### src/rtl/arb_pkg.sv
// Shared constants and FSM state type for the 8-way round-robin arbiter.
package arb_pkg;

   localparam int unsigned NUM_REQ      = 8;
   localparam int unsigned IDX_W        = 3;
   localparam int unsigned MAX_HOLD_DEF = 15;

   typedef enum logic [1:0] {
      StIdle,
      StGrant,
      StRelease
   } arb_state_e;

endpackage

### src/rtl/decoder3to8.sv
// 3-to-8 one-hot decoder with enable; all outputs low when disabled.
module decoder3to8 (
   input  logic [2:0] in,
   input  logic       en,
   output logic [7:0] out
);

   always_comb begin
      out = '0;
      if (en) begin
         out[in] = 1'b1;
      end
   end

endmodule

### src/rtl/rr_arbiter8.sv
// Round-robin arbiter for 8 requesters; grant is held until done, withdrawal or timeout.
// Optional forced release is enabled by defining ARB_TIMEOUT_EN.
module rr_arbiter8
   import arb_pkg::*;
#(
   parameter int unsigned MAX_HOLD = MAX_HOLD_DEF
) (
   input  logic               clk,
   input  logic               rst,
   input  logic [NUM_REQ-1:0] req,
   input  logic               done,
   output logic [NUM_REQ-1:0] gnt,
   output logic [IDX_W-1:0]   gnt_idx,
   output logic               gnt_valid,
   output logic               busy,
   output logic               timeout
);

   if (MAX_HOLD < 1 || MAX_HOLD > 255) begin : g_hold_range
      $error("MAX_HOLD must be within 1..255");
   end

   arb_state_e       state_q, state_d;
   logic [IDX_W-1:0] ptr_q, ptr_d;
   logic [IDX_W-1:0] idx_q, idx_d;
   logic             tmo_hit;

   // First set request at or above ptr, wrapping from 7 back to 0.
   function automatic logic [IDX_W-1:0] rr_pick(input logic [NUM_REQ-1:0] r,
                                                input logic [IDX_W-1:0]   p);
      logic [IDX_W-1:0] idx;
      logic [IDX_W-1:0] win;
      logic             found;
      win   = p;
      found = 1'b0;
      for (int i = 0; i < NUM_REQ; i++) begin
         idx = p + IDX_W'(i);
         if (!found && r[idx]) begin
            win   = idx;
            found = 1'b1;
         end
      end
      return win;
   endfunction

   always_comb begin
      state_d = state_q;
      ptr_d   = ptr_q;
      idx_d   = idx_q;
      unique case (state_q)
         StIdle: begin
            if (|req) begin
               idx_d   = rr_pick(req, ptr_q);
               state_d = StGrant;
            end
         end
         StGrant: begin
            if (done || !req[idx_q] || tmo_hit) begin
               state_d = StRelease;
            end
         end
         StRelease: begin
            ptr_d   = idx_q + 1'b1;
            state_d = StIdle;
         end
         default: state_d = StIdle;
      endcase
   end

   always_ff @(posedge clk) begin
      if (rst) begin
         state_q <= StIdle;
         ptr_q   <= '0;
         idx_q   <= '0;
      end else begin
         state_q <= state_d;
         ptr_q   <= ptr_d;
         idx_q   <= idx_d;
      end
   end

`ifdef ARB_TIMEOUT_EN
   localparam logic [7:0] HoldLim = 8'(MAX_HOLD);

   logic [7:0] hold_q, hold_d;
   logic       timeout_q, timeout_d;

   // Fires on the MAX_HOLD-th grant cycle so the grant lasts exactly MAX_HOLD cycles.
   assign tmo_hit = (state_q == StGrant) && ((hold_q + 8'd1) == HoldLim);

   always_comb begin
      hold_d    = hold_q;
      timeout_d = 1'b0;
      if (state_q == StIdle && state_d == StGrant) begin
         hold_d = '0;
      end else if (state_q == StGrant) begin
         hold_d = hold_q + 8'd1;
      end
      // A normal release in the same cycle takes precedence over the forced one.
      if (tmo_hit && !done && req[idx_q]) begin
         timeout_d = 1'b1;
      end
   end

   always_ff @(posedge clk) begin
      if (rst) begin
         hold_q    <= '0;
         timeout_q <= 1'b0;
      end else begin
         hold_q    <= hold_d;
         timeout_q <= timeout_d;
      end
   end

   assign timeout = timeout_q;
`else
   assign tmo_hit = 1'b0;
   assign timeout = 1'b0;
`endif

   assign gnt_valid = (state_q == StGrant);
   assign busy      = (state_q != StIdle);
   assign gnt_idx   = idx_q;

   decoder3to8 u_dec (
      .in  (idx_q),
      .en  (gnt_valid),
      .out (gnt)
   );

endmodule

### config.mk
export PLATFORM = sky130hd
export DESIGN_NAME = rr_arbiter8
export DESIGN_NICKNAME = d
export VERILOG_FILES = /design/src/rtl/arb_pkg.sv /design/src/rtl/decoder3to8.sv /design/src/rtl/rr_arbiter8.sv
export SDC_FILE = /design/constraint.sdc
export NUM_CORES = 1
export LEC_CHECK = 0
export ABC_AREA = 1
export CORE_MARGIN = 8
export CORE_UTILIZATION = 42
export DETAILED_ROUTE_END_ITERATION = 8
export GPL_TIMING_DRIVEN = 0
export PLACE_DENSITY = 0.77
export SYNTH_ARGS = -nofsm -noshare
export SYNTH_HDL_FRONTEND = slang
export SYNTH_SLANG_ARGS = --single-unit
export TNS_END_PERCENT = 20
### constraint.sdc
create_clock -name clk -period 2.61 [get_ports clk]
set_input_delay 0.522 -clock clk [delete_from_list [all_inputs] [get_ports clk]]
set_output_delay 0.522 -clock clk [all_outputs]
set_load 0.01 [all_outputs]
==> results of run 1 <==
## repair_timing
action | 4_1_cts | 5_1_grt
hold endpoints to repair | 0 | 0
setup buffers | 3 | 3
pin swaps | 1 | 9
setup endpoints to repair | 3 | 3
gates resized for setup | 4 | 13
## layout by cell type, fill, tap and decap left out, types with 4 or more instances in the layout
master / instances
buf_4: 7
dfxtp_1: 7
nand3_1: 27
nor2_1: 25
nand2_1: 54
nand2_2: 11
nand3_2: 9
clkdlybuf4s50_1: 23
o21ai_0: 9
nand4_1: 4
inv_1: 20
a21oi_1: 9
## critical path: stages, from the launching register on
cell and delay, ps:
dfxtp_2 380, inv_4 50, buf_12 140, ha_4 230, buf_6 130, inv_6 70, nand3_1 90, nand2_1 90
nand2_1 70, nand2_2 80, inv_2 60, nor3_4 210, nand4_1 210, nand2_1 120, inv_1 40, nand2_1 60
nand2_1 50, nand2_1 50, nand2_1 80, a21oi_2 130
## flip-flops by register name (all words and copies together), names as in the netlist
| signal | count |
|---|---|
| gnt_idx | 3 |
| ptr_q | 3 |
| state_q | 2 |
## final cells by class
class	count	area, µm²	area share
multi-input cells	177	970	0.593
flip-flops and latches	8	161	0.0988
repair buffers	29	275	0.168
well taps	31	38.8	0.0237
clock buffers	3	22.5	0.0138
plain buffers	5	61.3	0.0375
inverters	25	105	0.0643
## worst max path at each step
stage | start | to | slack, ps
2_1_floorplan | ptr_q[0]$_SDFFE_PP0N_ | gnt_idx[2]$_SDFFE_PP0P_ | 240
3_3_place_gp | ptr_q[1]$_SDFFE_PP0N_ | gnt_idx[0]$_SDFFE_PP0P_ | -50
3_5_place_dp | ptr_q[1]$_SDFFE_PP0N_ | gnt_idx[2]$_SDFFE_PP0P_ | -70
4_1_cts | ptr_q[0]$_SDFFE_PP0N_ | gnt_idx[2]$_SDFFE_PP0P_ | 20
5_1_grt | ptr_q[0]$_SDFFE_PP0N_ | gnt_idx[1]$_SDFFE_PP0P_ | -40
6_report | ptr_q[0]$_SDFFE_PP0N_ | gnt_idx[1]$_SDFFE_PP0P_ | 190
## kinds of logic after synthesis
kind of cell / after synthesis
buffers and inverters: 31
xor gates and xnor gates: 6
AOI/OAI and AO/OA: 27
and+or+nand+nor: 140
adders and majority gates: 3
DFF: 8
other: 1
## report_power, final
part           switching (mW)  total [mW]  leakage [nW]  internal [mW]
sequential             0.0428       0.190        0.0661          0.147
clock                  0.0396      0.0920        0.0138         0.0524
combinational           0.425       0.720         0.690          0.295
total                   0.508        1.00         0.770          0.494
## stage by stage
step                instances  TNS [ps]
finish                    278         0
global route              278     -43.1
CTS                       276         0
detailed placement        270      -152
global placement          270      -140
floorplan                 216         0
## metal layers
layer	wire (µm)	up-vias
met5	0	-
met4	13	0
met3	194	2
met2	1540	40
met1	1630	615
li1	-	770
==> flow_metrics.py, run 1 <==
metrics = {
    "pwr": {
        "p_leak_nw": 0.770,
        "power_mw": 1.00,
        "ir_drop_mv": 0.565,
        "p_per_area_nw_per_um2": 613,
    },
    "clocking": {
        "numClockSinks": 8,
        "clock_path_buffers": 2,
        "clkSlewWorstSetupHoldPaths_ps": 50,
        "cts-root-buf": "clkbuf_4",
        "htreeDepth": 1,
        "numCtsBuffers": 3,
        "clock_latency_ps": 250,
        "cts_tree": "built",
        "hold_buffers": 0,
    },
    "synth": {
        "synth.avg_cell_area_um2": 5.75,
        "ys.flop_type": "dfxtp_1",
        "synth_top_area_share": 0.166,
        "ys_top_cells_by_area": "nand2_1 17%, dfxtp_1 13%, nand3_1 12%",
        "ys_ff_latch": 8,
        "ys_types": 31,
        "synth_compound_area_frac": 0.118,
        "synth_fp_nets": 230,
        "synthArstFlopShare": 0,
        "ys_top_cells_by_count": "55 x nand2_1, 30 x nand3_1, 25 x nor2_1",
        "yosysTopAreaCell": "nand2_1",
        "synth_cells": 216,
        "synth-simple-area-share": 0.551,
        "synth-edff-count": 0,
        "ys_warn_count": 0,
        "synth_xor_xnor_area_share": 0.0423,
        "yosysSeqAreaShare": 0.129,
        "yosys-mux-area-fraction": 0,
        "synth-adder-area-share": 0.0302,
        "yosysMostFrequentCell": "nand2_1",
        "synth_top_family_by_area": "simple AND/OR/NAND/NOR gates",
        "synth.cell_area_um2": 1240,
    },
    "layout": {
        "nets": 263,
        "drive_gt1_frac": 0.206,
        "final_cell_area_um2": 1630,
        "fillers": 278,
        "post-route-util": 0.587,
        "syn_to_final_growth_pct": 31.5,
        "n_antenna_cell": 0,
    },
    "global_route": {
        "grt_pass1_wl_mm": 5.82,
        "grtUsageMet3": 0.0480,
        "grt_max_degree": 11,
        "track_usage": 0.134,
        "busiest_layer": "met2",
        "grt_pass1_vias": 1386,
        "antenna_found_initial": 0,
        "grt_overflow": 0,
        "use_met2": 0.222,
        "use_met1": 0.160,
    },
    "critical_path": {
        "cp_max_fo": 10,
        "reg2reg_from": "ptr_q[0]$_SDFFE_PP0N_",
        "arrival_ps": 2600,
        "worstSetupEndpointType": "flip-flop",
        "rr_worst_depth": 19,
        "crit_type": "flip-flop to flip-flop",
        "crit_required_ps": 2790,
        "reg2reg_slack_ps": 190,
        "rr_endpoint": "gnt_idx[1]$_SDFFE_PP0P_",
        "startpoint_type": "flip-flop",
    },
    "placed_design": {
        "dp_hpwl_mm": 2.67,
        "pre_cts_slack_ps": -70.6,
        "placed_area_um2": 1510,
        "routabilityCongestion": 0.838,
        "numPortBuffers": 23,
    },
    "routing": {
        "drt-total-wl_mm": 3.37,
        "drcViolationCount": 0,
        "drt_iter0_drc": 93,
        "wl_per_cell_um": 12.1,
        "firstDrtPassIters": 4,
        "ant_nets": 0,
        "via_per_inst": 5.13,
        "route.vias.total": 1427,
    },
    "floorplan": {
        "coreArea_um2": 2780,
        "die_w_um": 70.4,
        "die_area_um2": 4950,
        "io_pins": 25,
        "fp-row-count": 19,
        "initial_utilization": 0.447,
        "fp.dieH_um": 70.4,
    },
    "hold_path": {
        "hold_depth": 1,
        "min_path_type": "flip-flop to flip-flop",
        "hold_path_startpoint": "state_q[1]$_SDFFE_PP0P_",
        "hold_end": "state_q[1]$_SDFFE_PP0P_",
    },
    "timing": {
        "hold_viol_final": 0,
        "period_share": 0.926,
        "maxSlewViolCount": 0,
        "whs_ps": 449,
        "skew_ps": 5.68,
        "min_period_ps": 2420,
        "finalWorstSetupSlack_ps": 192,
        "setup_viol": 0,
        "tightest_slew_ps": 599,
        "max_freq_mhz": 414,
        "slew-limit-headroom": 0.598,
    },
    "job": {
        "max_cap_violations": 0,
    },
    "status": {
        "status": "finished clean",
    },
}
(Power assumes the default switching activity.)
==> inputs of run 2 (changes only) <==
--- a/config.mk
+++ b/config.mk
@@ -13,2 +13,3 @@
 export PLACE_DENSITY = 0.77
+export SETUP_SLACK_MARGIN = 0.05
 export SYNTH_ARGS = -nofsm -noshare
==> constraint.sdc (replaced) <==
create_clock -name clk -period 2.61 [get_ports clk]
set_input_delay 0.6525 -clock clk [delete_from_list [all_inputs] [get_ports clk]]
set_output_delay 0.6525 -clock clk [all_outputs]
set_load 0.01 [all_outputs]
==> run 2 against run 1 <==
  * Maximum frequency fell by 3.6%
  * Via count rose by 7.5%
  * Final cell count rose by 4.0%
  * Register-to-register slack got worse by 90 ps
  * Worst setup slack got worse by 90 ps
  * Combinational power rose by 15%
  * Utilization rose by 6.6 points
  * Clock skew fell by 0.66 ps
  * Hold slack barely moved
  * Count of clock-buffer cells in the layout did not move
  * Cell area rose by 11%
  * Global-route usage rose by 0.17 points
  * Critical path type unchanged
  * Critical endpoint unchanged
  * Largest cell class unchanged
  * Largest power group unchanged
==> flow_metrics.py, run 2 (same netlist as run 1, synthesis figures left out) <==
metrics = {
    "timing": {
        "tightest_slew_ps": 620,
        "slew-limit-headroom": 0.584,
        "maxSlewViolCount": 0,
        "period_share": 0.961,
        "rsz0062_at_grt": "yes",
        "setup_viol": 0,
        "hold_viol_final": 0,
        "max_freq_mhz": 399,
        "finalWorstSetupSlack_ps": 103,
        "skew_ps": 5.02,
        "min_period_ps": 2510,
        "setup_tns_ps": 0,
    },
    "status": {
        "status": "finished clean",
    },
    "routing": {
        "route.vias.total": 1534,
        "firstDrtPassIters": 4,
        "drt_iter0_drc": 120,
        "drcViolationCount": 0,
        "drt-total-wl_mm": 3.85,
        "via_per_inst": 5.31,
        "wl_per_cell_um": 13.3,
        "ant_nets": 0,
    },
    "pwr": {
        "power_mw": 1.11,
        "p_per_area_nw_per_um2": 609,
        "ir_drop_mv": 0.590,
        "p_leak_nw": 0.894,
    },
    "clocking": {
        "clock_latency_ps": 250,
        "numCtsBuffers": 3,
        "htreeDepth": 1,
        "clock_path_buffers": 2,
        "numClockSinks": 8,
        "cts_tree": "built",
        "clkSlewWorstSetupHoldPaths_ps": 50,
        "cts-root-buf": "clkbuf_4",
    },
    "critical_path": {
        "arrival_ps": 2690,
        "crit_path_top_delay_cell": "dfxtp_1",
        "cp_max_fo": 7,
        "worstSetupEndpointType": "flip-flop",
        "crit_required_ps": 2790,
        "worst_path_most_repeated_cell": "nand2_1",
        "startpoint_type": "flip-flop",
        "crit_type": "flip-flop to flip-flop",
        "slowest_delay_ps": 320,
        "cp_cell_sequence": "buf_6, inv_2, ha_4, buf_8, inv_8, nand3_4, nand2_2, nand2_2, nand2_4, inv_4, nor3_4, nand4_1, nand2_1, inv_1, nand2_1, nand2_1, nand2_1, nand2_1, a21oi_2",
    },
    "placed_design": {
        "routabilityCongestion": 0.838,
        "pre_cts_slack_ps": -70.6,
        "dp_hpwl_mm": 2.67,
        "numPortBuffers": 23,
        "dp.cells": 270,
    },
    "layout": {
        "fillers": 242,
        "layout_commonest_cell": "nand2_1",
        "n_antenna_cell": 0,
        "finalNonFillerCells": 289,
        "syn_to_final_growth_pct": 46.3,
        "final_cell_mix": "46 x nand2_1, 26 x nand3_1, 25 x nor2_1",
        "drive_gt1_frac": 0.275,
        "register_area_um2": 161,
        "multi_input_area_um2": 1040,
        "nets": 274,
        "post-route-util": 0.654,
    },
    "global_route": {
        "grt_max_degree": 11,
        "grt_pass1_wl_mm": 5.91,
        "track_usage": 0.135,
        "grt_pass1_vias": 1400,
        "grt_overflow": 0,
        "antenna_found_initial": 0,
    },
    "hold_path": {
        "min_path_type": "flip-flop to flip-flop",
    },
    "floorplan": {
        "die_area_um2": 4950,
        "fp-row-count": 19,
        "die_w_um": 70.4,
        "io_pins": 25,
        "coreArea_um2": 2780,
        "initial_utilization": 0.447,
        "fp.dieH_um": 70.4,
    },
    "job": {
        "max_cap_violations": 0,
    },
}
[run 2: worst max-delay path, delay by kind of cell (launching register included)]
| kind | cells | cell delay (ps) |
|---|---|---|
| buf+inv | 6 | 600 |
| simple gates | 11 | 1150 |
| compound gates | 1 | 130 |
| flops | 1 | 320 |
| fa+ha+maj | 1 | 240 |
[run 2: per-stage QoR]
stage	instance area, µm²	hold WS, ps
after CTS	1580	449
after global routing	1820	461
after detailed placement	1510	442
final	1820	448
after floorplan	1240	420
after global placement	1510	441
[run 2: repair_timing]
item	4_1_cts	5_1_grt
pin swaps	4	11
resized for setup	9	34
buffers inserted	3	13
hold buffers	0	0
endpoints found under the setup margin	3	3
[run 2: layout make-up]
type | count | share of cell area
multi-input cells | 177 | 0.573
repair buffers | 39 | 0.203
flip-flops and latches | 8 | 0.0888
inverters | 25 | 0.0592
plain buffers | 6 | 0.0420
well taps | 31 | 0.0213
clock buffers | 3 | 0.0124
[run 2: final timing paths]
kind | startpoint | end | slack, ps | cells after the start
setup / recovery | ptr_q[1]$_SDFFE_PP0N_ | gnt_idx[1]$_SDFFE_PP0P_ | 100 | 19
hold / removal | state_q[1]$_SDFFE_PP0P_ | state_q[1]$_SDFFE_PP0P_ | 450 | 1
setup reg to reg | ptr_q[1]$_SDFFE_PP0N_ | gnt_idx[1]$_SDFFE_PP0P_ | 100 | 19
hold reg to reg | state_q[1]$_SDFFE_PP0P_ | state_q[1]$_SDFFE_PP0P_ | 450 | 1
[run 2: power by group]
group | internal [mW] | switching, mW | leakage, nW
sequential | 0.147 | 0.0410 | 0.0661
clock | 0.0524 | 0.0391 | 0.0138
combinational | 0.345 | 0.482 | 0.814
[run 2: per-layer routing]
layer | routed length, µm | GRT usage
met1 | 1710 | 0.165
met2 | 1890 | 0.225
met3 | 229 | 0.0438
met4 | 26 | 0.0268
met5 | 0 | 0
==> RTL change: new RTL, settings of run 2 <==
The 3 states of `arb_state_e` get a one-hot encoding in 3 bits.
--- a/src/rtl/arb_pkg.sv
+++ b/src/rtl/arb_pkg.sv
@@ -7,6 +7,6 @@
 
-   typedef enum logic [1:0] {
-      StIdle,
-      StGrant,
-      StRelease
+   typedef enum logic [2:0] {
+      StIdle    = 3'b001,
+      StGrant   = 3'b010,
+      StRelease = 3'b100
    } arb_state_e;
Formal check against the unedited RTL: same outputs for any inputs over 10 cycles, from zero or initial values and one cycle with rst high; not proved beyond that.
==> RTL change against run 2 <==
  * Sequential cell count increased by 1
  * Fmax up 3.4%
  * Utilization shrank 8.4 points
  * Area after synthesis grew 2.5%
  * Routed wire length fell by 9.9%
  * Setup slack improved by 0.082 ns
  * Cell area fell by 6.7%
  * Count of clock-buffer cells in the layout is 1 higher
  * Clock skew shrank 0.0044 ns
  * Critical endpoint is now gnt_idx[2]
  * Largest cell class unchanged
Power is not compared: it rests on default switching activity, and its combinational part moved more than twofold at a synthesized area within 25%.
==> RTL change: results (changes against run 2) <==
outcome completed (unchanged); skew final 0.0006390 ns (was 0.005019 ns); yosys warns 0 (unchanged); Synth area leader dfxtp_1 (was nand2_1); P_clk 0.000108 W; buffers added on ports 23 (unchanged); routed wl met2 1626 µm (was 1886 µm); post-synthesis mux area share 0% (unchanged); adder-cell share of the synthesized area 2.947% (was 3.021%); final wirelength 3472 µm (was 3854 µm); ys async rst share 0% (unchanged); initial drt markers 77 (was 120); fill cell count 296 (was 242); worst-skew pair later-pin latency 0.26 ns; met2 Resource Use GR 22.86% (was 22.54%); met1 Use GR 16.13% (was 16.45%); Post-Syn Nets 222 (was 230); area taken by multi-input logic gates 952.2 µm² (was 1042 µm²); GR Util met3 2.966% (was 4.379%); Synth area leaders dfxtp_1 14%, nand2_1 13%, nand3_1 13% (was nand2_1 17%, dfxtp_1 13%, nand3_1 12%); via count 1464 (was 1534); Ant. Diodes 0 (unchanged); PostCTS Resize Cnt 1 (was 9); Internal 0.0003172 W; Post-DP Area 1545 µm² (was 1511 µm²); layout cells sized above 1 22.76% (was 27.52%); Leakage Power 0.8001 nW; synth cell count leaders 45 x nand2_1, 32 x nand3_1, 27 x inv_1 (was 55 x nand2_1, 30 x nand3_1, 25 x nor2_1); number of instances in the placed design 264 (was 270); TritonRoute pass-1 iters 4 (unchanged); distinct cell type count after synthesis 34 (was 31); first-pass GRT wire length 5706 µm (was 5906 µm); Power Dens Cells 311.1 nW/µm²; Power Combinational 0.000247 W; largest net degree at the start of global routing 11 (unchanged); postcts setup bufs 0 (was 3); Worst-path clk slew 0.06 ns; CP Data Arrival Time 2.62 ns (was 2.69 ns); detailed placement HPWL 2661 µm (was 2666 µm); antenna violations before repair 0 (unchanged); xor/xnor cell area share of the yosys netlist 4.715% (was 4.230%); htree depth 1 (unchanged); complex-gate fraction of the synthesized area 11.89% (was 11.78%); cells after synthesis 208 (was 216); WL met3 189 µm (was 229 µm); gpl congestion 0.8796 (was 0.8382); CTS Buffer Depth 2 (unchanged); Avg WL per Cell 12.44 µm (was 13.34 µm); vias in the first global route 1376 (was 1400); slowest cell delay on critical path 0.35 ns (was 0.32 ns); Max FO, Critical Path 8 (was 7); DRT met1 WL 1638 µm (was 1711 µm); register area share after synthesis 14.15% (was 12.89%); Tot GR Track Use 13.30% (was 13.53%); class of the worst hold path reg -> reg (unchanged); pre-CTS setup slack -0.03497 ns (was -0.07055 ns); CTS Root Cell clkbuf_4 (unchanged); top layer in use met4 (unchanged)
RTL change: cell types whose count changed after synthesis, sizes merged, moves of 2 or more:
cell,change
nor2,-9
nand2,-8
inv,+5
o21ai,-5
nand3,+4
o211ai,+3
nor3,+2
nor4,-2
o22ai,+2
RTL change: cell type report:
class / count / share of cell area (%)
sequential: 9 / 10.63
timing repair buffer: 34 / 18.60
clock buffer: 4 / 1.550
multi-input combinational: 164 / 56.16
inverter: 30 / 7.232
tap: 33 / 2.435
buffer: 5 / 3.395
RTL change: final timing paths:
kind         depth (start not counted)       start    endpoint  slack (ns)
min reg2reg                          2  gnt_idx[1]  gnt_idx[1]        0.58
min                                  2  gnt_idx[1]  gnt_idx[1]        0.58
max reg2reg                         18    ptr_q[1]  gnt_idx[2]        0.18
max                                 18    ptr_q[1]  gnt_idx[2]        0.18
RTL change: critical path: cells and delay by family (launching register included):
family,cells,cell delay [ns]
simple gates,12,1.09
buf+inv,4,0.49
flops,1,0.35
compound gates,1,0.12
fa+ha+maj,1,0.31
